==> config.mk <==
export PLATFORM = sky130hd
export DESIGN_NAME = unstacker_arbiter_flat
export DESIGN_NICKNAME = d
export VERILOG_FILES = /design/src/rtl/unstacker_arbiter_if.sv /design/src/rtl/unstacker_arbiter.sv /design/src/flat_wrapper.sv
export SDC_FILE = /design/constraint.sdc
export NUM_CORES = 1
export LEC_CHECK = 0
export CELL_PAD_IN_SITES_DETAIL_PLACEMENT = 1
export CELL_PAD_IN_SITES_GLOBAL_PLACEMENT = 2
export CORE_MARGIN = 5
export CORE_UTILIZATION = 10
export CTS_CLUSTER_DIAMETER = 60
export DETAILED_ROUTE_END_ITERATION = 6
export PLACE_DENSITY_LB_ADDON = 0.1
export SYNTH_ARGS = -nofsm -noshare
export SYNTH_HDL_FRONTEND = slang
export SYNTH_SLANG_ARGS = --single-unit
==> constraint.sdc <==
create_clock -name clk_i -period 3.1 [get_ports clk_i]
set_input_delay 0.93 -clock clk_i [delete_from_list [all_inputs] [get_ports clk_i]]
set_output_delay 0.93 -clock clk_i [all_outputs]
set_load 0.02 [all_outputs]
==> src/rtl/unstacker_arbiter_if.sv <==
`default_nettype none
// ============================================================================
// Module      : unstacker_arbiter_if
// Description : Bundles the requester-side block handshake, the shared
//               unstacker handshake and the word-tagging outputs of
//               unstacker_arbiter.
//   clr_i          sync clear (returns arbiter to IDLE, clears unstacker)
//   enable_i       global enable; low freezes the arbiter
//   req_valid_i    per-requester block valid          [NUM_REQ]
//   req_data_i     requester i block at [128*i +: 128] [128*NUM_REQ]
//   req_ready_o    per-requester block accepted       [NUM_REQ]
//   ustk_valid_o   block valid to unstacker
//   ustk_data_o    block to unstacker                 [128]
//   ustk_ready_i   unstacker ready
//   ustk_clr_o     unstacker clear
//   ustk_enable_o  unstacker enable
//   word_valid_i   unstacker 32-bit word handshake fired
//   owner_o        requester owning the current word  [ID_W]
//   word_idx_o     word index within the block        [2]
//   last_o         last (4th) word of the block
//   busy_o         arbiter not idle
//   Modports: master = arbiter side, slave = environment side.
// Revision    : 1.0 - initial release
// ============================================================================
interface unstacker_arbiter_if #(
    parameter int NUM_REQ = 2,
    parameter int ID_W    = 1
);
    logic                     clr_i;
    logic                     enable_i;
    logic [NUM_REQ-1:0]       req_valid_i;
    logic [128*NUM_REQ-1:0]   req_data_i;
    logic [NUM_REQ-1:0]       req_ready_o;
    logic                     ustk_valid_o;
    logic [127:0]             ustk_data_o;
    logic                     ustk_ready_i;
    logic                     ustk_clr_o;
    logic                     ustk_enable_o;
    logic                     word_valid_i;
    logic [ID_W-1:0]          owner_o;
    logic [1:0]               word_idx_o;
    logic                     last_o;
    logic                     busy_o;

    modport master (
        input  clr_i, enable_i, req_valid_i, req_data_i, ustk_ready_i, word_valid_i,
        output req_ready_o, ustk_valid_o, ustk_data_o, ustk_clr_o, ustk_enable_o,
               owner_o, word_idx_o, last_o, busy_o
    );

    modport slave (
        output clr_i, enable_i, req_valid_i, req_data_i, ustk_ready_i, word_valid_i,
        input  req_ready_o, ustk_valid_o, ustk_data_o, ustk_clr_o, ustk_enable_o,
               owner_o, word_idx_o, last_o, busy_o
    );
endinterface
`default_nettype wire

==> src/rtl/unstacker_arbiter.sv <==
`default_nettype none
// ============================================================================
// Module      : unstacker_arbiter
// Description : Round-robin arbiter sharing one 128-to-32-bit unstacker among
//               NUM_REQ block producers. Each grant is held for up to
//               BURST_LEN blocks; the four drained words of every block are
//               counted and tagged with their owner.
//   clk_i   clock
//   rst_ni  asynchronous active-low reset
//   bus     unstacker_arbiter_if.master (handshakes, data, tags)
// Revision    : 1.0 - initial release
// ============================================================================
module unstacker_arbiter #(
    parameter int NUM_REQ   = 2,
    parameter int BURST_LEN = 1,
    parameter int ID_W      = $clog2(NUM_REQ)
) (
    input  wire logic              clk_i,
    input  wire logic              rst_ni,
    unstacker_arbiter_if.master    bus
);

    typedef enum logic [1:0] {
        IDLE  = 2'd0,
        ISSUE = 2'd1,
        DRAIN = 2'd2
    } state_e;

    state_e          state_q,     state_d;
    logic [ID_W-1:0] rr_ptr_q,    rr_ptr_d;
    logic [ID_W-1:0] grant_q,     grant_d;
    logic [1:0]      word_cnt_q,  word_cnt_d;
    logic [3:0]      burst_cnt_q, burst_cnt_d;

    logic [127:0]       w_blk [NUM_REQ];
    logic               w_active;
    logic               w_pick_found;
    logic [ID_W-1:0]    w_pick_idx;
    logic [ID_W-1:0]    w_next_ptr;
    logic               w_gvalid;
    logic [4:0]         w_burst_next;
    logic               w_ustk_valid;
    logic [NUM_REQ-1:0] w_req_ready;

    // Cyclic index reduction used by the round-robin search.
    function automatic logic [ID_W-1:0] wrap_idx(input int v);
        return ID_W'(v % NUM_REQ);
    endfunction

    generate
        for (genvar gi = 0; gi < NUM_REQ; gi++) begin : g_unpack
            assign w_blk[gi] = bus.req_data_i[128*gi +: 128];
        end
    endgenerate

    // Clear dominates enable: a cleared cycle neither advances nor handshakes.
    assign w_active     = bus.enable_i & ~bus.clr_i;
    assign w_gvalid     = bus.req_valid_i[grant_q];
    assign w_burst_next = {1'b0, burst_cnt_q} + 5'd1;
    assign w_next_ptr   = (grant_q == ID_W'(NUM_REQ - 1)) ? '0 : grant_q + 1'b1;

    // First valid requester at or after rr_ptr, searching cyclically.
    always_comb begin
        w_pick_found = 1'b0;
        w_pick_idx   = '0;
        for (int k = 0; k < NUM_REQ; k++) begin
            if (!w_pick_found && bus.req_valid_i[wrap_idx(int'(rr_ptr_q) + k)]) begin
                w_pick_found = 1'b1;
                w_pick_idx   = wrap_idx(int'(rr_ptr_q) + k);
            end
        end
    end

    always_comb begin
        state_d      = state_q;
        rr_ptr_d     = rr_ptr_q;
        grant_d      = grant_q;
        word_cnt_d   = word_cnt_q;
        burst_cnt_d  = burst_cnt_q;
        w_ustk_valid = 1'b0;
        w_req_ready  = '0;
        if (w_active) begin
            case (state_q)
                IDLE: begin
                    if (w_pick_found) begin
                        grant_d = w_pick_idx;
                        state_d = ISSUE;
                    end
                end
                ISSUE: begin
                    // A withdrawn block is never offered, so the unstacker
                    // cannot accept it; the grant is simply released.
                    if (!w_gvalid) begin
                        burst_cnt_d = '0;
                        state_d     = IDLE;
                    end else begin
                        w_ustk_valid = 1'b1;
                        if (bus.ustk_ready_i) begin
                            w_req_ready[grant_q] = 1'b1;
                            word_cnt_d           = '0;
                            state_d              = DRAIN;
                        end
                    end
                end
                DRAIN: begin
                    if (bus.word_valid_i) begin
                        if (word_cnt_q == 2'd3) begin
                            word_cnt_d = '0;
                            if ((w_burst_next < 5'(BURST_LEN)) && w_gvalid) begin
                                burst_cnt_d = w_burst_next[3:0];
                                state_d     = ISSUE;
                            end else begin
                                burst_cnt_d = '0;
                                rr_ptr_d    = w_next_ptr;
                                state_d     = IDLE;
                            end
                        end else begin
                            word_cnt_d = word_cnt_q + 2'd1;
                        end
                    end
                end
                default: state_d = IDLE;
            endcase
        end
    end

    always_ff @(posedge clk_i or negedge rst_ni) begin
        if (!rst_ni) begin
            state_q     <= IDLE;
            rr_ptr_q    <= '0;
            grant_q     <= '0;
            word_cnt_q  <= '0;
            burst_cnt_q <= '0;
        end else if (bus.clr_i) begin
            state_q     <= IDLE;
            rr_ptr_q    <= '0;
            grant_q     <= '0;
            word_cnt_q  <= '0;
            burst_cnt_q <= '0;
        end else begin
            state_q     <= state_d;
            rr_ptr_q    <= rr_ptr_d;
            grant_q     <= grant_d;
            word_cnt_q  <= word_cnt_d;
            burst_cnt_q <= burst_cnt_d;
        end
    end

    // Tag outputs read as zero while idle or being cleared.
    assign bus.ustk_valid_o  = w_ustk_valid;
    assign bus.ustk_data_o   = w_ustk_valid ? w_blk[grant_q] : '0;
    assign bus.req_ready_o   = w_req_ready;
    assign bus.ustk_clr_o    = bus.clr_i;
    assign bus.ustk_enable_o = bus.enable_i;
    assign bus.busy_o        = ~bus.clr_i & (state_q != IDLE);
    assign bus.owner_o       = bus.busy_o ? grant_q : '0;
    assign bus.word_idx_o    = bus.busy_o ? word_cnt_q : '0;
    assign bus.last_o        = ~bus.clr_i & (state_q == DRAIN) & bus.word_valid_i &
                               (word_cnt_q == 2'd3);

endmodule
`default_nettype wire

==> src/flat_wrapper.sv <==
// flat-port wrapper written by rule: the top's interface ports become plain ports
module unstacker_arbiter_flat 
#(
    parameter int NUM_REQ   = 2,
    parameter int BURST_LEN = 1,
    parameter int ID_W      = $clog2(NUM_REQ)
)
  (clk_i, rst_ni, bus_clr_i, bus_enable_i, bus_req_valid_i, bus_req_data_i, bus_ustk_ready_i, bus_word_valid_i, bus_req_ready_o, bus_ustk_valid_o, bus_ustk_data_o, bus_ustk_clr_o, bus_ustk_enable_o, bus_owner_o, bus_word_idx_o, bus_last_o, bus_busy_o);
  unstacker_arbiter_if #(.NUM_REQ(NUM_REQ), .ID_W(ID_W)) bus_i ();
  input  wire logic clk_i;
  input  wire logic rst_ni;
  input wire logic [$bits(bus_i.clr_i)-1:0] bus_clr_i;
  input wire logic [$bits(bus_i.enable_i)-1:0] bus_enable_i;
  input wire logic [$bits(bus_i.req_valid_i)-1:0] bus_req_valid_i;
  input wire logic [$bits(bus_i.req_data_i)-1:0] bus_req_data_i;
  input wire logic [$bits(bus_i.ustk_ready_i)-1:0] bus_ustk_ready_i;
  input wire logic [$bits(bus_i.word_valid_i)-1:0] bus_word_valid_i;
  output wire logic [$bits(bus_i.req_ready_o)-1:0] bus_req_ready_o;
  output wire logic [$bits(bus_i.ustk_valid_o)-1:0] bus_ustk_valid_o;
  output wire logic [$bits(bus_i.ustk_data_o)-1:0] bus_ustk_data_o;
  output wire logic [$bits(bus_i.ustk_clr_o)-1:0] bus_ustk_clr_o;
  output wire logic [$bits(bus_i.ustk_enable_o)-1:0] bus_ustk_enable_o;
  output wire logic [$bits(bus_i.owner_o)-1:0] bus_owner_o;
  output wire logic [$bits(bus_i.word_idx_o)-1:0] bus_word_idx_o;
  output wire logic [$bits(bus_i.last_o)-1:0] bus_last_o;
  output wire logic [$bits(bus_i.busy_o)-1:0] bus_busy_o;
  assign bus_i.clr_i = bus_clr_i;
  assign bus_i.enable_i = bus_enable_i;
  assign bus_i.req_valid_i = bus_req_valid_i;
  assign bus_i.req_data_i = bus_req_data_i;
  assign bus_i.ustk_ready_i = bus_ustk_ready_i;
  assign bus_i.word_valid_i = bus_word_valid_i;
  assign bus_req_ready_o = bus_i.req_ready_o;
  assign bus_ustk_valid_o = bus_i.ustk_valid_o;
  assign bus_ustk_data_o = bus_i.ustk_data_o;
  assign bus_ustk_clr_o = bus_i.ustk_clr_o;
  assign bus_ustk_enable_o = bus_i.ustk_enable_o;
  assign bus_owner_o = bus_i.owner_o;
  assign bus_word_idx_o = bus_i.word_idx_o;
  assign bus_last_o = bus_i.last_o;
  assign bus_busy_o = bus_i.busy_o;
  unstacker_arbiter #(.NUM_REQ(NUM_REQ), .BURST_LEN(BURST_LEN), .ID_W(ID_W)) u_core (.clk_i(clk_i), .rst_ni(rst_ni), .bus(bus_i));
endmodule
# After elaboration in Yosys (flattened, before gate mapping)
# Cells that the tools add are included.
# classes
muxes,59
bitwise_logic,7
eq_ne,11
order_cmp,6
n_reduce_logical,18
n_addsub,4
# ops
cell,n
2-to-1 mux 128 bit,4
2-to-1 mux 2 bit,18
2-to-1 mux 1 bit,27
2-to-1 mux 4 bit,6
AND reduction 5 bit,4
nonzero test 2 bit,7
!= test 3 bit (second input constant),4
one-hot mux 4 bit (2 select lines),1
< comparator 1 x 2 -> 1 bit (second input constant),3
!= test 3 x 2 -> 1 bit (second input constant),2
one-hot mux 2 bit (3 select lines),1
adder 4 x 1 -> 5 bit (second input constant),1
bitwise AND 1 bit,5
< comparator 5 x 1 -> 1 bit (second input constant),1
equality test 2 bit (second input constant),2
!= test 4 bit (second input constant),1
one-hot mux 2 bit (2 select lines),1
logical AND 1 bit,3
AND reduction 3 bit,1
nonzero test 3 bit,1
adder 1 bit (second input constant),2
adder 2 x 1 -> 2 bit (second input constant),1
equality test 2 x 1 -> 1 bit (second input constant),1
greater-or-equal comparator 2 bit (second input constant),1
other kinds (7),7
# totals
wordCells,110
in_bits,264
regBits,10

# Longest topological paths before layout
# logic_depth
depth_word,10
depth_mapped,7

# Worst setup path after synthesis
# Ideal clock, no wire load.
# synth_path
path_type,input to output
start,input bus_clr_i
end,output bus_ustk_data_o[100]
required_time_ns,2.170
path_buffers,3
slack_ns,0.037
stages,7
t_arrival_ns,2.133
path_cell_list,clkbuf_1 > inv_1 > and3_1 > nand2_1 > buf_4 > buf_4 > nor2_1
# synth_via
elab_chain_cells,4
# synth_rtl
item,line_no,text
from (decl),flat_wrapper.sv:12,input wire logic [$bits(bus_i.clr_i)-1:0] bus_clr_i;
NOT 1 bit,unstacker_arbiter.sv:57,assign w_active = bus.enable_i & ~bus.clr_i;
bitwise AND 1 bit,unstacker_arbiter.sv:57,
2-to-1 mux 1 bit,unstacker_arbiter.sv:82,if (w_active) begin
2-to-1 mux 128 bit,unstacker_arbiter.sv:151,assign bus.ustk_data_o = w_ustk_valid ? w_blk[grant_q] : '0;
to (decl),flat_wrapper.sv:20,output wire logic [$bits(bus_i.ustk_data_o)-1:0] bus_ustk_data_o;
# Every way passes these cells.

# Worst setup path after layout
# layout_path
start,input bus_req_valid_i[0]
end,output bus_ustk_data_o[89]
# layout_via
elab_chain_cells,6
# layout_rtl
item,line_no,text
from (decl),flat_wrapper.sv:14,input wire logic [$bits(bus_i.req_valid_i)-1:0] bus_req_valid_i;
2-to-1 mux 1 bit (not written as such) (2 in series),unstacker_arbiter.sv:58,assign w_gvalid = bus.req_valid_i[grant_q];
2-to-1 mux 1 bit,unstacker_arbiter.sv:93,if (!w_gvalid) begin
2-to-1 mux 1 bit,unstacker_arbiter.sv:83,case (state_q)
2-to-1 mux 1 bit,unstacker_arbiter.sv:82,
2-to-1 mux 128 bit,unstacker_arbiter.sv:151,
# Every way passes these cells. The select of a mux whose other input is x is not followed.

==> flow_metrics.tcl <==
set metrics [dict create \
    ir_worst_vdd_v 0.000185 \
    grt_use_total 0.157 \
    rr_worst_depth 5 \
    maxCapViolCount 0 \
    critPathLaunchType "input port" \
    p_leak_nw 3.37 \
    grt_overflow 0 \
    r2r_slack_ns 1.47 \
    worst_pin_slew_ns 0.513 \
    antenna_cells 0 \
    drt-total-wl_um 25600 \
    routedWlPerCell_um 22.6 \
    slew_violations 0 \
    critPathLaunch "bus_req_valid_i[0]" \
    utilization 0.338 \
    seq_area_frac_synth 0.0964 \
    crit_buf_inv 7 \
    synth_area_mm2 0.00259 \
    portBuffers 401 \
    rsz0062_at_grt "yes" \
    nets 1064 \
    fp.dieW_um 171 \
    critPathArrivalTime_ns 2.31 \
    synth_top_cell_by_area "mux2i_1" \
    synth_cells 361 \
    cts_tree "done" \
    worstPathRequired_ns 2.17 \
    yosys_warnings 0 \
    antenna_found_initial 3 \
    pre_cts_slack_ns -0.855 \
    slew_headroom 0.657 \
    crit_slowest_cell "mux2_4" \
    antenna_left 0 \
    vias 4436 \
    gp_congestion 0.897 \
    min_path_type "reg -> reg" \
    yosysTopAreaCellShare 0.501 \
    holdCritStartpoint "u_core.burst_cnt_q[3]" \
    status "finished, violations left" \
    drtPass1Iterations 4 \
    avgSynthCellArea_um2 7.19 \
    fin_skew_ns 0.00203 \
    crit_type "in -> out" \
    drtIter0Drc 85 \
    fin_crit_sh 1.04 \
    max_stage_delay_ns 0.26 \
    critPathCaptureType "output port" \
    power_density_mw_per_mm2 133 \
    initial_core_util 0.100 \
    clk_pin_slew_worst_paths_ns 0.04 \
    htree_levels 1 \
    cp_cell_sequence "buf_6 -> mux2_4 -> and3_4 -> nand2_8 -> buf_12 -> buf_12 -> buf_12 -> buf_16 -> buf_12 -> nor2_4 -> buf_12" \
    die_y_um 171 \
    fillCellCount 2945 \
    cts_buffer_depth 2 \
    crit_top_cell "buf_12" \
    grt_max_degree 57 \
    grt_pass1_wl_um 34100 \
    fin_tns_setup_ns -4.88 \
    drc 0 \
    grt_pass1_vias 4971 \
    dp_hpwl_um 19000 \
    cts_root_buffer "clkbuf_16" \
    setup_ws_ns -0.138 \
    hold_viol 0 \
    cpLargestDelayFamily "buffers and inverters" \
    r2r-end "u_core.rr_ptr_q" \
    die-area_mm2 0.0293 \
    syn2layout_area_growth_pct 236 \
    rr_startpoint "u_core.grant_q" \
    cts.sinks 10 \
    drive_gt1_frac 0.393 \
    cts_buffers 3 \
    fmax_mhz 309 \
    ys_seq_elements 10 \
    violations "setup timing" \
    worstSkewPairLatency_ns 0.24 \
    cp_max_fo 5 \
    cp.depth 11 \
    viasPerCell 3.92 \
    pin_count 402 \
    rows 59 \
    synth.distinct_cells 32 \
    core_area_mm2 0.0258 \
    min_period_ns 3.24 \
    crit_path_end "bus_ustk_data_o[89]" \
    synthesis.nets 627 \
    finalSetupViolCount 69 \
    synth_top_cells_by_area "mux2i_1 (50%), nor2_1 (20%), dfrtp_1 (9.6%), buf_4 (4.3%), and2_1 (1.9%)" \
]
-- layer usage --
layer	global-route usage	wire (um)	up-vias
li1	-	-	2111
met1	0.172	9490	2095
met2	0.303	13500	198
met3	0.0441	2080	26
met4	0.0272	443	6
met5	0	33	-
-- flip-flops by register name (all words and copies together) (netlist names) --
signal / cells
u_core.grant_q: 1
u_core.rr_ptr_q: 1
u_core.state_q: 2
u_core.burst_cnt_q: 4
u_core.word_cnt_q: 2
-- report_power, final --
| part | total (mW) | internal [mW] | switching (mW) |
|---|---|---|---|
| Combinational | 0.758 | 0.473 | 0.285 |
| Clock | 0.264 | 0.195 | 0.0695 |
| Sequential | 0.136 | 0.134 | 0.00182 |
| Total | 1.16 | 0.802 | 0.356 |
-- cells in the final DEF, fill, tap and decap left out, types with 3 or more instances in the layout --
cell,synthesis,routed
buf_4,15,31
buf_12,0,26
buf_6,1,103
nor2_2,0,28
buf_2,9,18
clkbuf_16,0,7
clkdlybuf4s50_1,0,260
nand2_1,8,7
a21oi_1,4,4
dfrtp_1,10,9
nand4_1,3,3
nor2_1,136,31
dlygate4sd2_1,0,7
nor2_4,0,77
buf_16,0,11
and2_1,8,8
mux2i_1,130,130
nand2b_1,3,3
-- cell families (layout without fill, tap and decap cells) --
logic type / Yosys count / count (layout) / share of synthesized area
AO/OA/AOI/OAI: 15 / 15 / 0.0415
adder cells (fa/ha/maj): 2 / 2 / 0.00964
buffers and inverters: 36 / 472 / 0.0810
flip-flops: 10 / 10 / 0.0964
multiplexers: 131 / 131 / 0.507
AND/OR/NAND/NOR: 167 / 167 / 0.264
-- cell type report --
cell class,instances,area (um^2),area share
tap,335,419,0.0480
multi-input combinational,315,2800,0.321
clock buffer,4,88.8,0.0102
sequential,10,254,0.0291
inverter,3,11.3,0.00129
timing repair buffer,465,5150,0.590
-- synth_stat cells --
cell type,instances
buf_6,1
and2b_1,1
o41ai_1,1
buf_4,15
nand4_1,3
nand2_1,8
mux2i_1,130
nand2b_1,3
nand3b_1,1
and2_1,8
mux2_4,1
nor3_1,2
inv_1,3
and3b_1,1
o21ai_0,2
a2bb2oi_1,1
o211ai_1,2
nand3_1,1
clkbuf_1,8
nor2b_1,1
a32o_1,1
or3_1,1
a21oi_1,4
o22ai_1,1
o21ba_2,1
o2111a_1,1
dfrtp_1,10
nor2_1,136
a21o_1,1
buf_2,9
and3_1,1
ha_1,2
-- worst min path at each step --
stage,to,depth (start not counted)
4_1_cts,u_core.burst_cnt_q[3],1
5_1_grt,u_core.burst_cnt_q[3],1
3_3_place_gp,u_core.burst_cnt_q[3],1
6_report,u_core.burst_cnt_q[3],1
3_5_place_dp,u_core.burst_cnt_q[3],1
2_1_floorplan,u_core.burst_cnt_q[3],1
-- timing repair --
item / in CTS / in global routing
endpoints found under the setup margin: 138 / 122
hold endpoints to repair: 0 / 0
buffers inserted: 21 / 5
pin swaps: 37 / 39
hold buffers: 0 / 0
gates cloned: 17 / 4
resized for setup: 747 / 169
-- metrics by stage --
stage / cells / total power [mW] / hold WS [ns] / area, um^2
4_1_cts: 1131 / 1.14 / 0.500 / 8190
3_3_place_gp: 1089 / 0.776 / 0.480 / 7070
6_report: 1132 / 1.16 / 0.493 / 8730
5_1_grt: 1132 / 1.22 / 0.512 / 8730
2_1_floorplan: 361 / 0.345 / 0.454 / 2590
3_5_place_dp: 1089 / 0.783 / 0.486 / 7070
Note: power is estimated with default switching activity, not from simulation.
